$ cat src/rtl/trip_ctrl.sv
// trip_ctrl: taxi trip FSM (IDLE/DRIVE/WAIT/SETTLE) driving meter clear, distance, wait and display controls.
// Optional feature: define AUTO_WAIT_EN to enable the DRIVE idle-timeout into WAIT.
module trip_ctrl #(
    parameter int SETTLE_SEC = 10,
    parameter int DISP_SEC   = 3,
    parameter int IDLE_TMO   = 5
) (
    input  logic       sys_clk,
    input  logic       sys_rst,
    input  logic       key_start,
    input  logic       key_wait,
    input  logic       key_end,
    input  logic       pulse_100m,
    input  logic       tick_1s,
    output logic       meter_clr,
    output logic       dist_inc,
    output logic       wait_en,
    output logic [1:0] disp_sel,
    output logic [1:0] state,
    output logic [7:0] trip_cnt
);
    localparam logic [1:0] S_IDLE   = 2'd0;
    localparam logic [1:0] S_DRIVE  = 2'd1;
    localparam logic [1:0] S_WAIT   = 2'd2;
    localparam logic [1:0] S_SETTLE = 2'd3;
    localparam logic [15:0] SETTLE_LAST = 16'((SETTLE_SEC < 1 ? 1 : SETTLE_SEC) - 1);
    localparam logic [15:0] DISP_LAST   = 16'((DISP_SEC < 1 ? 1 : DISP_SEC) - 1);
    localparam bit DISP_HOLD = DISP_SEC < 1;

    logic [1:0]  state_n, disp_sel_n;
    logic [15:0] sec_cnt, sec_cnt_n, disp_cnt, disp_cnt_n;
    logic        chg, settle_tick, page_step, auto_tmo;

`ifdef AUTO_WAIT_EN
    localparam logic [15:0] IDLE_LAST = 16'((IDLE_TMO < 1 ? 1 : IDLE_TMO) - 1);
    logic [15:0] idle_cnt;
    assign auto_tmo = state == S_DRIVE && tick_1s && !pulse_100m && idle_cnt == IDLE_LAST;
    // idle-timeout seconds in DRIVE; any distance pulse or state change restarts it
    always_ff @(posedge sys_clk) begin
        if (sys_rst || chg || pulse_100m)
            idle_cnt <= '0;
        else if (state == S_DRIVE && tick_1s)
            idle_cnt <= idle_cnt + 16'd1;
    end
`else
    assign auto_tmo = 1'b0;
`endif

    // next state by priority key_end > key_wait > pulse_100m, then counter and display updates
    always_comb begin
        state_n = state;
        case (state)
            S_IDLE:  state_n = key_start ? S_DRIVE : S_IDLE;
            S_DRIVE: state_n = key_end ? S_SETTLE : (key_wait || auto_tmo) ? S_WAIT : S_DRIVE;
            S_WAIT:  state_n = key_end ? S_SETTLE : (key_wait || pulse_100m) ? S_DRIVE : S_WAIT;
            default: state_n = key_start ? S_DRIVE : (tick_1s && sec_cnt == SETTLE_LAST) ? S_IDLE : S_SETTLE;
        endcase
        chg         = state_n != state;
        settle_tick = state == S_SETTLE && !chg && tick_1s;
        page_step   = settle_tick && !DISP_HOLD && disp_cnt == DISP_LAST;
        sec_cnt_n   = chg ? 16'd0 : settle_tick ? sec_cnt + 16'd1 : sec_cnt;
        disp_cnt_n  = chg ? 16'd0 : page_step ? 16'd0 : (settle_tick && !DISP_HOLD) ? disp_cnt + 16'd1 : disp_cnt;
        disp_sel_n  = state_n == S_IDLE ? 2'd3 :
                      (state_n != S_SETTLE || chg) ? 2'd0 :
                      page_step ? (disp_sel == 2'd2 ? 2'd0 : disp_sel + 2'd1) : disp_sel;
    end

    // registered outputs and counters; reset abandons any trip without counting it
    always_ff @(posedge sys_clk) begin
        if (sys_rst) begin
            state     <= S_IDLE;
            meter_clr <= 1'b1;
            dist_inc  <= 1'b0;
            wait_en   <= 1'b0;
            disp_sel  <= 2'd3;
            trip_cnt  <= 8'd0;
            sec_cnt   <= 16'd0;
            disp_cnt  <= 16'd0;
        end else begin
            state     <= state_n;
            meter_clr <= state_n == S_DRIVE && (state == S_IDLE || state == S_SETTLE);
            dist_inc  <= pulse_100m && !key_end && (state == S_DRIVE || state == S_WAIT);
            wait_en   <= state_n == S_WAIT;
            disp_sel  <= disp_sel_n;
            trip_cnt  <= (state_n == S_SETTLE && state != S_SETTLE) ? trip_cnt + 8'd1 : trip_cnt;
            sec_cnt   <= sec_cnt_n;
            disp_cnt  <= disp_cnt_n;
        end
    end
endmodule

$ cat config.mk
export PLATFORM = sky130hd
export DESIGN_NAME = trip_ctrl
export DESIGN_NICKNAME = d
export VERILOG_FILES = /design/src/rtl/trip_ctrl.sv
export SDC_FILE = /design/constraint.sdc
export NUM_CORES = 1
export LEC_CHECK = 0
export ABC_CLOCK_PERIOD_IN_PS = 3870
export CELL_PAD_IN_SITES_DETAIL_PLACEMENT = 0
export CELL_PAD_IN_SITES_GLOBAL_PLACEMENT = 2
export CORE_MARGIN = 2
export CORE_UTILIZATION = 38
export DETAILED_ROUTE_END_ITERATION = 8
export PLACE_DENSITY_LB_ADDON = 0.1
export SKIP_CTS_REPAIR_TIMING = 1
export SLEW_MARGIN = 20
export SYNTH_ARGS = -nofsm -noshare
export SYNTH_HDL_FRONTEND = slang
export SYNTH_SLANG_ARGS = --single-unit
$ cat constraint.sdc
create_clock -name sys_clk -period 3.87 [get_ports sys_clk]
set_input_delay 0.5805 -clock sys_clk [delete_from_list [all_inputs] [get_ports sys_clk]]
set_output_delay 0.5805 -clock sys_clk [all_outputs]
set_load 0.005 [all_outputs]
# After elaboration in Yosys (flattened, before gate mapping)
# Cells that the tools add are included.
# totals
reg_bits	47
input_bits	7
out_inout_bits	15
# op_classes
addsub	4
eq_ne	12
n_reduce_logical	20
muxes	11
# ops
operator	n
$add A16 B1 Y16 const B	2
$mux W2	9
$eq A16 B2 Y1 const B	1
$eq A16 B4 Y1 const B	1
$eq A2 B2 Y1 const B	5
$add A8 B1 Y8 const B	1
$logic_and A1 B1 Y1	8
$pmux W2 S3	1
$eq A2 B1 Y1 const B	2
$logic_not A2 Y1	2
$logic_or A1 B1 Y1	4
$ne A2 B2 Y1 const B	2
$reduce_or A2 Y1	2
$reduce_or A3 Y1	1
$add A2 B1 Y2 const B	1
$logic_not A1 Y1	2
$ne A2 B2 Y1	1
$reduce_bool A2 Y1	1
$mux W1	1

# Logic depth before layout (Yosys ltp)
# logic_depth
depth_word	12
mapped_depth	10
ltp_nobuf	8

# Worst setup path before layout
# Ideal clock, no wire load.
# synth_timing
path_kind	register to register
startpoint	reg state[1]
endpoint	reg disp_cnt[14]
path_stages_with_launch	11
path_slack_ns	1.366
arrival_ns	2.434
required_ns	3.800
path_buffers	2
path_cell_list	dfxtp_1 inv_1 ha_1 o21ai_1 o2111ai_1 o32a_1 nand4_1 or3b_1 buf_2 buf_6 a21oi_1
# synth_between
elab_chain_len	8
word_cells_on_any_way	11
# synth_lines
item	line	source
start, declared	19	output logic [1:0] state,
start signal, assigned	80	state <= state_n;
$eq A2 B2 Y1 (tied with other cells)	52	case (state)
$pmux W2 S3	52	
$ne A2 B2 Y1	58	chg = state_n != state;
$logic_not A1 Y1	59	settle_tick = state == S_SETTLE && !chg && tick_1s;
$logic_and A1 B1 Y1 (2 in a row)	59	
$logic_and A1 B1 Y1	60	page_step = settle_tick && !DISP_HOLD && disp_cnt == DISP_LAST;
$reduce_or A3 Y1 (no line)	-	
end signal, assigned	87	disp_cnt <= disp_cnt_n;
end, declared	31	logic [15:0] sec_cnt, sec_cnt_n, disp_cnt, disp_cnt_n;
# Parallel ways exist; a longest one is shown, timed or not.
# A chain may end at the register's enable or synchronous reset.

# Worst setup path in the final report
# layout_timing
startpoint	reg state[1]
endpoint	reg disp_cnt[1]
# The elaborated chain is that of the path after synthesis.

==> results <==
- The floorplan step defined a die boundary enclosing between 7000 and 8000 um2.
- Derived from the worst setup path, the maximum achievable clock frequency is 335.1 MHz.
- The first global-routing pass estimated 8838 um of wire.
- The TritonCTS clock tree is done.
- The final number of hold-violating endpoints is 0.
- The layout cell share with drive strength beyond 1 is 0.07167.
- The path category of the worst min-delay check is reg2reg.
- Measured against its own limit, the worst slew margin works out to 0.5838.
- The part of the Yosys area used for sequential elements is 0.3843.
- In this run the tool buffered the top-level ports with 21 buffer cells.
- After synthesis, the cell types taking the most area are sky130_fd_sc_hd__dfxtp_1, sky130_fd_sc_hd__nor2_1, sky130_fd_sc_hd__xor2_1, sky130_fd_sc_hd__ha_1, sky130_fd_sc_hd__a21oi_1.
- Summed over all instances, the cell type with the most area after synthesis is sky130_fd_sc_hd__dfxtp_1.
- The synthesized-area fraction occupied by adder cells is 0.04599.
- The run finished with clean final reports.
- The number of rows created at floorplan is 29.
- Max-cap violations in this run came to 0.
- The pre-antenna-repair detailed-routing pass consisted of 4 iterations.
- At the pin with the least slew margin, the transition time is 624.3 ps.
- In the global route stage, overall resource usage came out at 0.1509.
- The CTS buffer count is 5.
- The root buffer cell is sky130_fd_sc_hd__clkbuf_8.
- The routability congestion estimate is between 0.7 and 0.8.
- The top cell types in the final layout, fill and taps aside, are sky130_fd_sc_hd__dfxtp_1, sky130_fd_sc_hd__nor2_1, sky130_fd_sc_hd__nand2_1.
- The final routed wirelength across all metal layers is 5027 um.
- The area growth from synthesis to layout is 14.97%.
- The detailed router finished its first iteration with 57 violations.
- The number of H-tree levels is 2.
- The floorplan step defined a core boundary enclosing 6277 um2.
- The via count is approximately 2.0k.
- The post-synthesis cell type count is 48.
- The floorplan step set the die width to 84.27 um.
- In the final layout, the multi-input gates occupy 1415 um2.
- The wire-length estimate of the detail-placed layout is 3608 um.
- The post-synthesis area per instance is 8.969 um2.
- During I/O placement, the number of pins put on the boundary was 22.
- For this configuration, the core starts out at a cell density of 0.3901.
- The post-synthesis mux area share is 0.01226.
- The worst-case IR drop observed on VDD is 0.2122 mV.
- The number of antenna violations at the first check in global routing was 0.
- Data on the critical path is required at its endpoint by 4080 ps.
- The worst setup path is launched from a flop.
- Fill cells in the final layout number about 630.
- Before CTS, the worst setup slack after placement is about 740 ps.
- The Yosys step of the flow raised 0 warnings.
- Power spread over the standard cell area amounts to ~400 nW/um2.
- The post-route worst hold slack is 494.5 ps.
- For this run the aggregate overflow at the end of global routing stands at 0.
- The via count of the first global-routing pass is 1848.
- The number of register bits inferred by synthesis is 47.
- The leading register cell type out of synthesis is sky130_fd_sc_hd__dfxtp_1.
- The worst setup slack for register-to-register paths is 890 ps.
- After synthesis, the share of flip-flops with an asynchronous set or reset is 0.
- Once routing completed, OpenROAD measured the worst setup slack at 886.2 ps.
- The floorplan die height is 84.27 um.
- The most common cell after layout, fill and taps aside is sky130_fd_sc_hd__dfxtp_1.
- The per-cell via count in the routed design is 5.281.
- The worst setup path is captured at a flop.
- In this run the remaining antenna-violating nets after routing total 0.
- The detail-routed net length per standard cell is between 10 and 15 um.
- The later pin in the worst-skew pair is clocked with a latency of 300 ps.
- The clock drives 47 sinks.
- The xor/xnor cell area share of the yosys netlist is 0.07869.
- The post-route setup TNS is 0 ps.
- Clock-pin slew was measured on the worst setup and hold paths at 90 ps.
- Setup repair after global routing left no endpoint under its margin.
- Data on the critical path arrives at its endpoint at 3200 ps.
- Clock skew on the completed layout was measured at 10.90 ps.
- The max-slew violation count is 0.
- The buffer levels on the longest clock path is 2.
- For this run, design rule violations remaining after detail routing come to 0.
- The startpoint-to-endpoint class of the critical path is reg2reg.
- In this run the worst path has a maximum fanout of 16.
- Registers take 940.9 um2.
- The summed instance area of the synthesized netlist is 2449 um2.
- The synthesized netlist net count is 289.
- The share of the synthesized area in compound gates (AO/OA/AOI/OAI) came to 0.1451.
- The minimum period implied by the final worst setup slack is between 2000 and 3000 ps.
- The total inserted antenna cells is 0.
- The simple-gate portion of the synthesized area is 0.2959.
- The static leakage is 0.9118 nW.
- The instance count of the mapped netlist is roughly 270.
- The final layout contains 308 nets.
- The area share of the largest cell type after synthesis is 0.3843.
- The largest net degree at the start of global routing is 17.
- The number of setup violations in the final report is 0.
- Yosys mapped a number of flops with a built-in enable equal to 0.
- Of the available clock period, the critical path in the final layout requires 0.7710.
- The largest family of logic cells by synthesized area is simple AND/OR/NAND/NOR gates.
==> per-layer routing <==
metal | part of all wire | vias up | global-route usage | routed length (um)
li1 | - | 1026 | - | -
met1 | 0.52 | 910 | 0.2024 | 2614
met2 | 0.45 | 16 | 0.2475 | 2261
met3 | 0.022 | 2 | 0.03441 | 113
met4 | 0.0076 | 0 | 0.03519 | 38
met5 | 0 | - | 0 | 0
==> kinds of logic after synthesis <==
group | Yosys count
xor+xnor | 22
buf+inv | 19
mux | 3
compound gates | 52
fa+ha+maj | 9
flops | 47
simple gates | 121
==> cells in the mapped netlist (all sizes together) (2+ instances only) <==
| cell type | n |
|---|---|
| dfxtp | 47 |
| nor2 | 33 |
| nand2 | 23 |
| a21oi | 18 |
| xor2 | 13 |
| nand4 | 11 |
| o21ai | 11 |
| or4 | 10 |
| and3 | 9 |
| ha | 9 |
| o31ai | 9 |
| xnor2 | 9 |
| inv | 7 |
| or3 | 7 |
| buf | 6 |
| clkbuf | 6 |
| nand3 | 5 |
| and2 | 4 |
| nor4 | 4 |
| nor4b | 4 |
| a211oi | 3 |
| and4 | 3 |
| mux2i | 3 |
| nor2b | 2 |
| o2111ai | 2 |
| or2 | 2 |
| or3b | 2 |
==> stage by stage <==
step	total power, mW	cells	utilization	area [um2]
6_report	1.120	370	0.4485	2815
4_1_cts	1.140	370	0.4485	2815
3_3_place_gp	0.8024	362	0.4319	2711
2_1_floorplan	0.7253	273	-	2449
3_5_place_dp	0.8000	362	0.4319	2711
5_1_grt	1.189	370	0.4485	2815
==> power breakdown <==
group | leakage [nW] | internal [mW] | switching (mW) | total, mW
Sequential | 0.380 | 0.504 | 0.0209 | 0.525
Clock | 0.0505 | 0.163 | 0.170 | 0.333
Combinational | 0.481 | 0.110 | 0.152 | 0.262
Total | 0.912 | 0.776 | 0.343 | 1.12
==> final timing paths <==
check	from	endpoint	cells past startpoint
max	state[1]$_SDFF_PP0_	disp_cnt[1]$_SDFFE_PP0P_	8
max reg2reg	state[1]$_SDFF_PP0_	disp_cnt[1]$_SDFFE_PP0P_	8
min	disp_cnt[15]$_SDFFE_PP0P_	disp_cnt[15]$_SDFFE_PP0P_	2
min reg2reg	disp_cnt[15]$_SDFFE_PP0P_	disp_cnt[15]$_SDFFE_PP0P_	2
==> sequential cells by signal (all words and copies together), names as in the netlist <==
signal and count:
wait_en 1, sec_cnt 16, state 2, disp_cnt 16, trip_cnt 8, dist_inc 1
meter_clr 1, disp_sel 2
==> worst max-delay path, stage by stage, from the launching register on <==
cell and delay, ps:
sky130_fd_sc_hd__dfxtp_1 520, sky130_fd_sc_hd__inv_1 150, sky130_fd_sc_hd__ha_1 240, sky130_fd_sc_hd__o21ai_1 220
sky130_fd_sc_hd__o2111ai_1 240, sky130_fd_sc_hd__o32a_1 410, sky130_fd_sc_hd__nand4_1 170, sky130_fd_sc_hd__or3b_1 650
sky130_fd_sc_hd__a211oi_1 300
==> final cells by class <==
cell class / instances / area share
Clock inverter: 1 / 0.002667
Inverter: 7 / 0.009333
Multi-Input combinational cell: 207 / 0.5027
Timing Repair Buffer: 24 / 0.08267
Sequential cell: 47 / 0.3342
Clock buffer: 7 / 0.03422
Tap cell: 77 / 0.03422
No activity file was read; power rests on OpenSTA's default activity.
